--- src/rtl/seguidor_trayectoria_pkg.sv ---
// Shared definitions for the path follower: state encoding and default coordinate width.
package seguidor_trayectoria_pkg;

    localparam int ANCHO_DEF = 6;

    typedef enum logic [2:0] {
        REPOSO  = 3'd0,
        PEDIR   = 3'd1,
        ESPERAR = 3'd2,
        MOVER   = 3'd3,
        PAUSA   = 3'd4,
        FIN     = 3'd5
    } estado_t;

    // A path is in progress in every state except idle and finished.
    function automatic logic activo(estado_t e);
        return (e != REPOSO) && (e != FIN);
    endfunction

endpackage

--- src/rtl/seguidor_trayectoria_if.sv ---
// Bus between the coordinate-memory controller side and the path follower.
// master: memory controller / actuator side. slave: the follower itself.
interface seguidor_trayectoria_if #(
    parameter int ANCHO = seguidor_trayectoria_pkg::ANCHO_DEF
);
    logic             habilitar;
    logic             pausar;
    logic             cancelar;
    logic             fin_datos;
    logic [ANCHO-1:0] x_entrada;
    logic [ANCHO-1:0] y_entrada;
    logic             pedir_dato;
    logic             paso_x;
    logic             dir_x;
    logic             paso_y;
    logic             dir_y;
    logic [ANCHO-1:0] x_actual;
    logic [ANCHO-1:0] y_actual;
    logic             ocupado;
    logic             terminado;
    logic [2:0]       estado_actual;

    modport master (
        output habilitar, pausar, cancelar, fin_datos, x_entrada, y_entrada,
        input  pedir_dato, paso_x, dir_x, paso_y, dir_y, x_actual, y_actual,
               ocupado, terminado, estado_actual
    );

    modport slave (
        input  habilitar, pausar, cancelar, fin_datos, x_entrada, y_entrada,
        output pedir_dato, paso_x, dir_x, paso_y, dir_y, x_actual, y_actual,
               ocupado, terminado, estado_actual
    );
endinterface

--- src/rtl/seguidor_trayectoria_generador_paso.sv ---
// Step-period divider: counts 0..DIV_PASO-1 and flags the terminal count.
// i_congelar holds the count (pause), i_limpiar restarts it at 0 for a new move.
module generador_paso #(
    parameter int DIV_PASO = 4
) (
    input  logic clock,
    input  logic reset_n,
    input  logic i_limpiar,
    input  logic i_congelar,
    output logic o_tick
);
    localparam int               W_DIV = $clog2(DIV_PASO);
    localparam logic [W_DIV-1:0] TC    = W_DIV'(DIV_PASO - 1);
    localparam logic [W_DIV-1:0] UNO   = W_DIV'(1);

    logic [W_DIV-1:0] r_cuenta;

    // Divider count with clear priority over freeze
    always_ff @(posedge clock or negedge reset_n) begin
        if (!reset_n) begin
            r_cuenta <= '0;
        end else if (i_limpiar) begin
            r_cuenta <= '0;
        end else if (!i_congelar) begin
            r_cuenta <= (r_cuenta == TC) ? '0 : r_cuenta + UNO;
        end
    end

    assign o_tick = (r_cuenta == TC);
endmodule

--- src/rtl/seguidor_trayectoria.sv ---
// Path follower: fetches (x,y) points from the coordinate memory and walks the
// cutter head to each one with step/direction pulses.
// Build option: DIAGONAL_EN -- when defined both axes may step in the same
// period (Chebyshev motion); otherwise x is completed before y.
//
// state   | meaning
// REPOSO  | idle, waiting for habilitar
// PEDIR   | one-cycle request for the next point
// ESPERAR | waiting out the memory latency, then latch point / end flag
// MOVER   | stepping toward the target, one period per DIV_PASO cycles
// PAUSA   | stepping frozen while pausar is high
// FIN     | path complete, held until habilitar drops
module seguidor_trayectoria
    import seguidor_trayectoria_pkg::*;
#(
    parameter int ANCHO         = ANCHO_DEF,
    parameter int DIV_PASO      = 4,
    parameter int LATENCIA_DATO = 2
) (
    input logic                   clock,
    input logic                   reset_n,
    seguidor_trayectoria_if.slave bus
);
    localparam int               W_LAT     = (LATENCIA_DATO > 1) ? $clog2(LATENCIA_DATO) : 1;
    localparam logic [W_LAT-1:0] LAT_CARGA = W_LAT'(LATENCIA_DATO - 1);
    localparam logic [W_LAT-1:0] LAT_UNO   = W_LAT'(1);
    localparam logic [ANCHO-1:0] UNO       = ANCHO'(1);

    estado_t          r_estado;
    estado_t          w_siguiente;
    logic [ANCHO-1:0] r_x, r_y, r_tx, r_ty;
    logic [W_LAT-1:0] r_lat;
    logic             r_paso_x, r_paso_y, r_dir_x, r_dir_y;
    logic             w_tick, w_abortar, w_en_destino, w_latch, w_paso_ok;
    logic             w_mueve_x, w_mueve_y, w_sube_x, w_sube_y;

    assign w_abortar    = bus.cancelar | ~bus.habilitar;
    assign w_en_destino = (r_x == r_tx) && (r_y == r_ty);
    assign w_latch      = (r_estado == ESPERAR) && (r_lat == '0) && !w_abortar;
    assign w_paso_ok    = (r_estado == MOVER) && w_tick && !w_abortar;
    assign w_sube_x     = (r_tx > r_x);
    assign w_sube_y     = (r_ty > r_y);

`ifdef DIAGONAL_EN
    assign w_mueve_x = w_paso_ok && (r_x != r_tx);
    assign w_mueve_y = w_paso_ok && (r_y != r_ty);
`else
    assign w_mueve_x = w_paso_ok && (r_x != r_tx);
    assign w_mueve_y = w_paso_ok && (r_x == r_tx) && (r_y != r_ty);
`endif

    generador_paso #(.DIV_PASO(DIV_PASO)) u_generador_paso (
        .clock      (clock),
        .reset_n    (reset_n),
        .i_limpiar  (w_latch && !bus.fin_datos),
        .i_congelar (r_estado != MOVER),
        .o_tick     (w_tick)
    );

    // State register
    always_ff @(posedge clock or negedge reset_n) begin
        if (!reset_n) r_estado <= REPOSO;
        else          r_estado <= w_siguiente;
    end

    // Next-state decode; abort wins over arrival, arrival over pause
    always_comb begin
        w_siguiente = r_estado;
        case (r_estado)
            REPOSO:  if (bus.habilitar && !bus.cancelar) w_siguiente = PEDIR;
            PEDIR:   w_siguiente = w_abortar ? REPOSO : ESPERAR;
            ESPERAR: begin
                if (w_abortar)          w_siguiente = REPOSO;
                else if (r_lat == '0)   w_siguiente = bus.fin_datos ? FIN : MOVER;
            end
            MOVER: begin
                if (w_abortar)          w_siguiente = REPOSO;
                else if (w_en_destino)  w_siguiente = PEDIR;
                else if (bus.pausar)    w_siguiente = PAUSA;
            end
            PAUSA: begin
                if (w_abortar)          w_siguiente = REPOSO;
                else if (!bus.pausar)   w_siguiente = MOVER;
            end
            FIN:     if (!bus.habilitar) w_siguiente = REPOSO;
            default: w_siguiente = REPOSO;
        endcase
    end

    // Memory latency down-counter, loaded while the request is out
    always_ff @(posedge clock or negedge reset_n) begin
        if (!reset_n)                                r_lat <= '0;
        else if (r_estado == PEDIR)                  r_lat <= LAT_CARGA;
        else if (r_estado == ESPERAR && r_lat != '0) r_lat <= r_lat - LAT_UNO;
    end

    // Targets: latched with the point, dropped on abort, untouched when the end flag comes
    always_ff @(posedge clock or negedge reset_n) begin
        if (!reset_n) begin
            r_tx <= '0;
            r_ty <= '0;
        end else if (activo(r_estado) && w_abortar) begin
            r_tx <= '0;
            r_ty <= '0;
        end else if (w_latch && !bus.fin_datos) begin
            r_tx <= bus.x_entrada;
            r_ty <= bus.y_entrada;
        end
    end

    // Step pulses with position and direction updated on the same edge
    always_ff @(posedge clock or negedge reset_n) begin
        if (!reset_n) begin
            r_paso_x <= 1'b0;
            r_paso_y <= 1'b0;
            r_dir_x  <= 1'b0;
            r_dir_y  <= 1'b0;
            r_x      <= '0;
            r_y      <= '0;
        end else begin
            r_paso_x <= w_mueve_x;
            r_paso_y <= w_mueve_y;
            if (w_mueve_x) begin
                r_dir_x <= w_sube_x;
                r_x     <= w_sube_x ? r_x + UNO : r_x - UNO;
            end
            if (w_mueve_y) begin
                r_dir_y <= w_sube_y;
                r_y     <= w_sube_y ? r_y + UNO : r_y - UNO;
            end
        end
    end

    assign bus.pedir_dato    = (r_estado == PEDIR);
    assign bus.paso_x        = r_paso_x;
    assign bus.dir_x         = r_dir_x;
    assign bus.paso_y        = r_paso_y;
    assign bus.dir_y         = r_dir_y;
    assign bus.x_actual      = r_x;
    assign bus.y_actual      = r_y;
    assign bus.ocupado       = activo(r_estado);
    assign bus.terminado     = (r_estado == FIN);
    assign bus.estado_actual = r_estado;
endmodule

--- src/flat_wrapper.sv ---
// flat-port wrapper written by rule: the top's interface ports become plain ports
module seguidor_trayectoria_flat import seguidor_trayectoria_pkg::*;
#(
    parameter int ANCHO         = ANCHO_DEF,
    parameter int DIV_PASO      = 4,
    parameter int LATENCIA_DATO = 2
)
  (clock, reset_n, bus_habilitar, bus_pausar, bus_cancelar, bus_fin_datos, bus_x_entrada, bus_y_entrada, bus_pedir_dato, bus_paso_x, bus_dir_x, bus_paso_y, bus_dir_y, bus_x_actual, bus_y_actual, bus_ocupado, bus_terminado, bus_estado_actual);
  seguidor_trayectoria_if #(.ANCHO(ANCHO)) bus_i ();
  input logic clock;
  input logic reset_n;
  input wire logic [$bits(bus_i.habilitar)-1:0] bus_habilitar;
  input wire logic [$bits(bus_i.pausar)-1:0] bus_pausar;
  input wire logic [$bits(bus_i.cancelar)-1:0] bus_cancelar;
  input wire logic [$bits(bus_i.fin_datos)-1:0] bus_fin_datos;
  input wire logic [$bits(bus_i.x_entrada)-1:0] bus_x_entrada;
  input wire logic [$bits(bus_i.y_entrada)-1:0] bus_y_entrada;
  output wire logic [$bits(bus_i.pedir_dato)-1:0] bus_pedir_dato;
  output wire logic [$bits(bus_i.paso_x)-1:0] bus_paso_x;
  output wire logic [$bits(bus_i.dir_x)-1:0] bus_dir_x;
  output wire logic [$bits(bus_i.paso_y)-1:0] bus_paso_y;
  output wire logic [$bits(bus_i.dir_y)-1:0] bus_dir_y;
  output wire logic [$bits(bus_i.x_actual)-1:0] bus_x_actual;
  output wire logic [$bits(bus_i.y_actual)-1:0] bus_y_actual;
  output wire logic [$bits(bus_i.ocupado)-1:0] bus_ocupado;
  output wire logic [$bits(bus_i.terminado)-1:0] bus_terminado;
  output wire logic [$bits(bus_i.estado_actual)-1:0] bus_estado_actual;
  assign bus_i.habilitar = bus_habilitar;
  assign bus_i.pausar = bus_pausar;
  assign bus_i.cancelar = bus_cancelar;
  assign bus_i.fin_datos = bus_fin_datos;
  assign bus_i.x_entrada = bus_x_entrada;
  assign bus_i.y_entrada = bus_y_entrada;
  assign bus_pedir_dato = bus_i.pedir_dato;
  assign bus_paso_x = bus_i.paso_x;
  assign bus_dir_x = bus_i.dir_x;
  assign bus_paso_y = bus_i.paso_y;
  assign bus_dir_y = bus_i.dir_y;
  assign bus_x_actual = bus_i.x_actual;
  assign bus_y_actual = bus_i.y_actual;
  assign bus_ocupado = bus_i.ocupado;
  assign bus_terminado = bus_i.terminado;
  assign bus_estado_actual = bus_i.estado_actual;
  seguidor_trayectoria #(.ANCHO(ANCHO), .DIV_PASO(DIV_PASO), .LATENCIA_DATO(LATENCIA_DATO)) u_core (.clock(clock), .reset_n(reset_n), .bus(bus_i));
endmodule
--- config.mk ---
export PLATFORM = sky130hd
export DESIGN_NAME = seguidor_trayectoria_flat
export DESIGN_NICKNAME = d
export VERILOG_FILES = /design/src/rtl/seguidor_trayectoria_pkg.sv /design/src/rtl/seguidor_trayectoria_if.sv /design/src/rtl/seguidor_trayectoria_generador_paso.sv /design/src/rtl/seguidor_trayectoria.sv /design/src/flat_wrapper.sv
export SDC_FILE = /design/constraint.sdc
export NUM_CORES = 1
export LEC_CHECK = 0
export ABC_AREA = 1
export CAP_MARGIN = 0
export CELL_PAD_IN_SITES_DETAIL_PLACEMENT = 0
export CELL_PAD_IN_SITES_GLOBAL_PLACEMENT = 1
export CORE_MARGIN = 2
export CORE_UTILIZATION = 38
export CTS_CLUSTER_SIZE = 10
export DETAILED_ROUTE_END_ITERATION = 8
export PLACE_DENSITY = 0.76
export SYNTH_ARGS = -nofsm -noshare
export SYNTH_HDL_FRONTEND = slang
export SYNTH_HIERARCHICAL = 1
export SYNTH_SLANG_ARGS = --single-unit
export TNS_END_PERCENT = 50
--- constraint.sdc ---
create_clock -name clock -period 3.3 [get_ports clock]
set_clock_uncertainty 0.05 [all_clocks]
set_input_delay 0.33 -clock clock [delete_from_list [all_inputs] [get_ports clock]]
set_output_delay 0.33 -clock clock [all_outputs]
set_load 0.02 [all_outputs]
=== Word-level counts from Yosys, hierarchy flattened ===
Cells that the tools add are included.

* Word-level logic and storage cells: 84
* Output and inout port bits: 22
* Register bits: 34

* Equal/unequal tests: 18
* Add/subtract/negate cells: 6
* $lt $le $gt $ge: 2
* Reductions and logical operators: 21
* Bitwise operators: 3
* Muxes and demuxes: 23

{| class="wikitable"
|+ Operators with widths
! kind !! count
|-
| two-way mux 6 bit || 6
|-
| two-way mux 3 bit || 10
|-
| case mux 3 bit (6 select lines) || 1
|-
| logical AND 1 bit || 13
|-
| adder 6 x 1 -> 6 bit (second input constant) || 2
|-
| equality test 6 bit || 2
|-
| greater-than comparator 6 bit || 2
|-
| != test 6 bit || 2
|-
| subtractor 6 x 1 -> 6 bit (second input constant) || 2
|-
| two-way mux 2 bit || 4
|-
| equality test 3 x 2 -> 1 bit (second input constant) || 2
|-
| equality test 3 bit (second input constant) || 2
|-
| != test 3 x 2 -> 1 bit (second input constant) || 2
|-
| != test 3 bit (second input constant) || 2
|-
| AND reduction 5 bit || 1
|-
| != test 2 bit (second input constant) || 2
|-
| != test 4 x 2 -> 1 bit (second input constant) || 1
|-
| nonzero test 2 bit || 2
|-
| equality test 3 x 1 -> 1 bit (second input constant) || 1
|-
| logical NOT 1 bit || 3
|-
| logical NOT 3 bit || 1
|-
| nonzero test 3 bit || 1
|-
| adder 2 x 1 -> 2 bit (second input constant) || 1
|-
| equality test 2 bit (second input constant) || 1
|-
| other kinds (5) || 7
|}

=== Depth between registers and ports, before layout ===
Gate-level depths: netlist of run 1.

* Depth in word-level cells: 7
* Depth in mapped cells: 19
* Depth with buffers taken out: 19

=== By module ===
The synthesis of run 1 kept the hierarchy.

{| class="wikitable"
|+ By module, submodules not included
! module !! cells each !! instances !! area an instance (um^2) !! seq. area each (um^2)
|-
| seguidor_trayectoria || 261 || 1 || 2087.0 || 800.8
|-
| generador_paso || 13 || 1 || 101.3 || 50.0
|}

=== Worst setup path before layout of run 1 ===
No wires, ideal clock.

* Path kind: register to register
* From: register u_core.r_x[1] (netlist: u_core/bus.x_actual[1])
* To: register u_core.r_x[5] (netlist: u_core/bus.x_actual[5])
* Stages on the path, launching flop included: 14
* Buffers on the path: 0
* Slack: 0.822 ns
* Arrival time: 2.311 ns
* Cell sequence: dfrtp_1 inv_1 ha_1 nand2_1 nor3_4 inv_1 nand2_1 ha_1 a21oi_1 nand2_1 a21boi_0 nand2_1 nand4_1 nand2_1

* Word-level cells in the longest chain between the ends: 2
* Elaborated cells on any way between the ends: 6
* Classes of those cells: add/sub: 2; order compare: 1; eq/ne: 1; mux: 1; reduce/logical: 1

{| class="wikitable"
|+ RTL lines
! what !! line !! source
|-
| from (decl) || seguidor_trayectoria.sv:31 || <nowiki>logic [ANCHO-1:0] r_x, r_y, r_tx, r_ty;</nowiki>
|-
| from (signal assigned) || seguidor_trayectoria.sv:125 || <nowiki>r_x <= w_sube_x ? r_x + UNO : r_x - UNO;</nowiki>
|-
| subtractor 6 x 1 -> 6 bit, or another cell as far along || seguidor_trayectoria.sv:125 ||
|-
| two-way mux 6 bit or logical AND 1 bit (tied branches) || seguidor_trayectoria.sv:125, seguidor_trayectoria.sv:48 ||
|}

Several ways; a longest one is shown, not always the timed one.
A chain may end at the register's enable or synchronous reset.

=== Final worst setup path of run 1 ===
Same ends and word-level chain as after synthesis.

==> results of run 1 <==
## area by class of cell
cell class,count,share of cell area
multi-input cells,201,0.428
flip-flops and latches,34,0.309
repair buffers,41,0.147
inverters,35,0.0478
well taps,72,0.0328
clock buffers,6,0.0300
clock inverters,2,0.00455
## routing by layer
| metal | share of wire | global-route usage |
|---|---|---|
| met5 | 0 | 0 |
| met1 | 0.52 | 0.239 |
| met3 | 0.042 | 0.0419 |
| met2 | 0.42 | 0.240 |
| met4 | 0.015 | 0.0559 |
## through the flow
step                      hold slack (ps)  worst slack (ps)  total power [W]  instances
final                                 395               692          0.00155        391
after global routing                  434               380          0.00169        391
after CTS                             409               647          0.00157        391
after detailed placement              434               661          0.00124        383
after global placement                429               688          0.00124        383
after floorplan                     -15.6               822          0.00101        274
## cells in the mapped netlist
library cell / n
a21boi_0: 2
nand4_1: 4
mux2_2: 1
inv_1: 34
a21oi_2: 2
a21oi_1: 8
dfrtp_1: 34
buf_2: 2
xor2_1: 4
nand2_4: 1
and2_1: 1
o21bai_1: 2
o21ai_0: 13
nor2_2: 1
ha_1: 21
o21a_1: 1
buf_4: 1
nor2_4: 3
nor2_1: 17
nor3_4: 1
nor3_1: 3
nand3_1: 27
a31oi_1: 1
fa_1: 2
buf_6: 1
inv_2: 1
nand3_2: 1
xnor2_1: 4
nand2_1: 81
## path summary, 6_finish.rpt
| check | from | endpoint | slack [ps] | cells after the start |
|---|---|---|---|---|
| max in group asynchronous | reset_n | u_core/r_tx[3] | 2480 | 2 |
| hold / removal | reset_n | u_core/bus.paso_y | 390 | 2 |
| setup / recovery | u_core/bus.x_actual[1] | u_core/bus.x_actual[5] | 690 | 13 |
| hold reg to reg | u_core/bus.y_actual[5] | u_core/bus.y_actual[5] | 450 | 2 |
| min in group clock | u_core/bus.y_actual[5] | u_core/bus.y_actual[5] | 450 | 2 |
| setup reg to reg | u_core/bus.x_actual[1] | u_core/bus.x_actual[5] | 690 | 13 |
## flip-flops by register name, summed over array words and instances (netlist names)
| signal | flops |
|---|---|
| u_core/bus.dir_x | 1 |
| u_core/bus.dir_y | 1 |
| u_core/bus.estado_actual | 3 |
| u_core/bus.paso_x | 1 |
| u_core/bus.paso_y | 1 |
| u_core/bus.x_actual | 6 |
| u_core/bus.y_actual | 6 |
| u_core/r_lat | 1 |
| u_core/r_tx | 6 |
| u_core/r_ty | 6 |
| u_core/u_generador_paso/r_cuenta | 2 |
## kinds of logic (layout without fill, tap and decap cells)
family,count (synthesis),in the layout,share of synthesized area
AOI/OAI and AO/OA,29,29,0.0760
and+or+nand+nor,140,140,0.286
DFF,34,34,0.389
xor gates and xnor gates,8,8,0.0320
adders and majority gates,23,23,0.138
muxes,1,1,0.00515
buffers and inverters,39,84,0.0732
## critical path, stage by stage (launching register included)
cell      delay [ps]
dfrtp_1          430
inv_1             80
ha_1             290
nand2_1           80
nor3_4           330
inv_1             70
nand2_1          190
ha_1             310
a21oi_1          140
nand2_1          110
a21boi_0         180
nand2_1           90
nand4_1           90
nand2_1           50
## power by group through the flow
stage | combinational, W | sequential (W) | clock, W
after floorplan | 0.000424 | 0.000586 | 0
after CTS | 0.000691 | 0.000551 | 0.000333
after global routing | 0.000777 | 0.000563 | 0.000353
final | 0.000682 | 0.000551 | 0.000319
after detailed placement | 0.000682 | 0.000559 | 0
after global placement | 0.000682 | 0.000560 | 0
==> results.yml, run 1 <==
finish:
  fin_nets: 359
  final_layout_size_suffix_gt1_frac: 0.0658
  postLayoutCellArea_um2: 2750
  regArea_um2: 851
  multi_input_area_um2: 1180
  syn2layout_area_growth_pct: 25.7
  n_antenna_cell: 0
  final_core_util: 0.496
  final_cell_mix: "81 x nand2_1, 39 x clkdlybuf4s50_1, 34 x inv_1, 34 x dfrtp_1, 27 x nand3_1"
  nFillCells: 562
  final_common_cell: "nand2_1"
floorplanning:
  core_um2: 5540
  die_x_um: 79.9
  die_height_um: 79.9
  dieArea_um2: 6380
  num_rows: 27
  start_util: 0.395
  io_pins: 40
status:
  status: "complete, no violations"
power:
  seqPwrFrac: 0.355
  switching_share: 0.399
  power.internal_w: 0.000932
  combPwrFrac: 0.440
  power_density_nw_per_um2: 564
  pwr-share-clk: 0.205
  peakVddDrop_mv: 0.398
  p_sw_w: 0.000619
  p_leak_nw: 1.35
clock_network:
  cts_resized: 0
  clk_path_buf_depth: 2
  post-cts-setup-buffers: 0
  cts_sinks: 34
  cts_tree: "yes"
  insertion_delay_ps: 290
  cts_buffers: 5
  h-tree-depth: 2
  path_clk_slew_ps: 70
  root_buffer: "clkbuf_8"
  holdBufCountCts: 0
sta:
  setup_viol: 0
  maxSlewViolCount: 0
  fmax_ghz: 0.383
  fin_tns_setup_ps: 0
  finalCritPeriodShare: 0.790
  rsz0062_at_grt: "no"
  slew_headroom: 0.702
  hold_violations: 0
  worst_pin_slew_ps: 447
  period_minus_slack_ps: 2610
detailed_routing:
  remaining_drc_errors: 0
  dr.pass1.iters: 4
  routed_wl_um: 4740
  drt_iter0_drc: 59
  postRouteAntennaNets: 0
  vias: 1816
  wl_per_cell_um: 12.1
  vias_per_cell: 4.64
flow_run:
  drv_cap: 0
grt:
  grtUsageTotal: 0.165
  antenna_found_initial: 0
  grt_max_degree: 35
  grt.overflow.total: 0
  grt_first_pass_wirelength_um: 8080
  grt_pass1_vias: 1746
worst_setup_path:
  crit_type: "reg2reg"
  start_kind: "register"
  endpoint_kind: "register"
  cp.required_ps: 3440
  path_max_fanout: 6
  arrival_ps: 2750
synth:
  synthesis.nets: 315
  yosysWarnings: 6
  netlist_instances: 274
  ys_seq_elements: 34
  yosysUniqueCellTypes: 29
  synth_area_leaders: "dfrtp_1 39%, nand2_1 14%, ha_1 12%, nand3_1 6.2%, inv_1 5.8%"
  syn-cell-area_um2: 2190
  ys_seq_area_frac: 0.389
  yosysTopAreaCellShare: 0.389
  synth_top_area_cell: "dfrtp_1"
  syn_avg_cell_area_um2: 7.99
worst_hold_path:
  hold_class: "in2async"
place:
  dpl_cell_area_um2: 2660
  dp_hpwl_um: 3630
  place.gp.congestion: 0.801
  io_buffers: 39
No activity file was read; power rests on OpenSTA's default activity.
==> inputs of run 2 (changes only) <==
Settings changed: CORE_UTILIZATION 38 to 35, PLACE_DENSITY 0.76 to 0.73.
Clock period 3.3 ns to 2.18 ns, I/O delays scaled along.
==> run 2 against run 1 <==
The flow now finishes with violations (negative setup slack); critical path depth shrank 1; combinational power up 110%; count of clock-buffer cells in the layout increased by 1; design area increased by 24%; via count up 10%; die area increased by 8.1%; register-to-register slack got worse by 740 ps; fmax is 17% higher; worst setup slack got worse by 740 ps; global-route usage down 0.50 points; routed wire length up 13%; first-iteration DRC count decreased by 6.8%; largest cell class unchanged; largest power group unchanged.
==> results.yml, run 2 (same netlist as run 1, synthesis figures left out) <==
finish:
  final_common_cell: "nand2_1"
  fin_nets: 399
  postLayoutCellArea_um2: 3400
  final_layout_size_suffix_gt1_frac: 0.345
  final_cell_mix: "68 x nand2_1, 41 x buf_4, 39 x clkdlybuf4s50_1"
  syn2layout_area_growth_pct: 55.5
  nFillCells: 535
  regArea_um2: 866
  multi_input_area_um2: 1510
  final_core_util: 0.568
  n_antenna_cell: 0
clock_network:
  holdBufCountCts: 0
  cts_sinks: 34
  clk_path_buf_depth: 2
  h-tree-depth: 2
  insertion_delay_ps: 290
  cts_buffers: 5
  path_clk_slew_ps: 70
  cts_tree: "yes"
  root_buffer: "clkbuf_8"
grt:
  use_met3: 0.0408
  grt_max_degree: 35
  grt_pass1_vias: 1972
  antenna_found_initial: 0
  grt.overflow.total: 0
  grtUsageTotal: 0.160
  grt_busiest_layer: "met2"
  grt_first_pass_wirelength_um: 8980
  use_met2: 0.244
  met1_usage: 0.217
worst_setup_path:
  path_max_fanout: 5
  cp.required_ps: 2300
  cp_slowest_cell: "dfrtp_1"
  start_kind: "register"
  arrival_ps: 2350
  path_cells: "ha_4, nand2_4, nor2_1, nand2_1, nand3_2, nand2_4, buf_4, fa_2, nand3_2, nand2_2, xnor2_2, a21oi_2"
  endpoint_kind: "register"
  crit_type: "reg2reg"
  slowest_delay_ps: 410
floorplanning:
  die_height_um: 83.1
  io_pins: 40
  num_rows: 28
  start_util: 0.365
  dieArea_um2: 6900
  core_um2: 5990
  die_x_um: 83.1
sta:
  maxSlewViolCount: 0
  finalWorstSetupSlack_ps: -50.9
  finalCritPeriodShare: 1.02
  hold_violations: 0
  period_minus_slack_ps: 2230
  slew_headroom: 0.708
  fmax_ghz: 0.448
  setup_viol: 4
  rsz0062_at_grt: "yes"
  worst_pin_slew_ps: 439
place:
  dpl_cell_area_um2: 2980
  place.gp.congestion: 0.813
  io_buffers: 39
  dp_hpwl_um: 3810
power:
  seqPwrFrac: 0.301
  switching_share: 0.392
  power.internal_w: 0.00165
  peakVddDrop_mv: 0.605
  p_sw_w: 0.00106
  combPwrFrac: 0.522
  pwr-share-clk: 0.177
  p_leak_nw: 1.57
  power_density_nw_per_um2: 798
detailed_routing:
  vias_per_cell: 4.62
  vias: 2004
  routed_wl_um: 5340
  postRouteAntennaNets: 0
  drt_iter0_drc: 55
  remaining_drc_errors: 0
  dr.pass1.iters: 4
  wl_per_cell_um: 12.3
status:
  violations: "negative setup slack"
  status: "finished, violations left"
flow_run:
  drv_cap: 0
worst_hold_path:
  hold_class: "in2async"
[run 2: repair_timing]
item	4_1_cts	5_1_grt
resized for setup	15	31
buffers inserted	7	7
pin swaps	10	26
setup endpoints to repair	6	11
[run 2: area by class of cell]
| type | count | area share |
|---|---|---|
| Sequential cell | 34 | 0.255 |
| Inverter | 35 | 0.0386 |
| Clock buffer | 7 | 0.0254 |
| Timing Repair Buffer | 81 | 0.209 |
| Tap cell | 75 | 0.0276 |
| Clock inverter | 1 | 0.00147 |
| Multi-Input combinational cell | 201 | 0.444 |
[run 2: critical path, delay by kind of cell (launching register included)]
kind | cells | cell delay [ps]
AOI/OAI and AO/OA | 1 | 70
DFF | 1 | 410
buffers and inverters | 1 | 150
and+or+nand+nor | 7 | 580
xor gates and xnor gates | 1 | 180
adders and majority gates | 2 | 670
[run 2: power by group through the flow]
stage / sequential (W) / combinational [W] / clock [W]
after floorplan: 0.000900 / 0.000694 / 0
after global placement: 0.000822 / 0.00124 / 0
after detailed placement: 0.000823 / 0.00124 / 0
after CTS: 0.000812 / 0.00131 / 0.000498
after global routing: 0.000832 / 0.00156 / 0.000531
final: 0.000817 / 0.00142 / 0.000481
[run 2: routing by layer]
metal  share of wire  up-vias  wire length, um
li1                -     1052                -
met5               0        -                0
met4          0.0099        0               53
met2            0.44       40             2330
met1            0.50      908             2690
met3           0.049        4              262
[run 2: through the flow]
step / hold WS [ps] / total power, W / std cells / TNS, ps / worst slack [ps]
floorplan: -128 / 0.00159 / 274 / -117 / -60.5
global placement: 420 / 0.00206 / 412 / -244 / -100
detailed placement: 433 / 0.00206 / 412 / -301 / -114
CTS: 299 / 0.00262 / 427 / -191 / -68.6
global route: 326 / 0.00293 / 434 / -753 / -174
finish: 279 / 0.00271 / 434 / -148 / -50.9
[run 2: worst paths after layout]
| check | start | to | slack [ps] | cells after the start |
|---|---|---|---|---|
| worst max-delay path | u_core/r_tx[5] | u_core/bus.x_actual[4] | -50 | 12 |
| worst min-delay path | reset_n | u_core/bus.dir_y | 280 | 2 |
| worst max register to register | u_core/r_tx[5] | u_core/bus.x_actual[4] | -50 | 12 |
| worst min register to register | u_core/bus.dir_y | u_core/bus.dir_y | 440 | 2 |
| max in group asynchronous | reset_n | u_core/bus.y_actual[1] | 1460 | 2 |
| min in group clock | bus_x_entrada[5] | u_core/r_tx[5] | 410 | 3 |
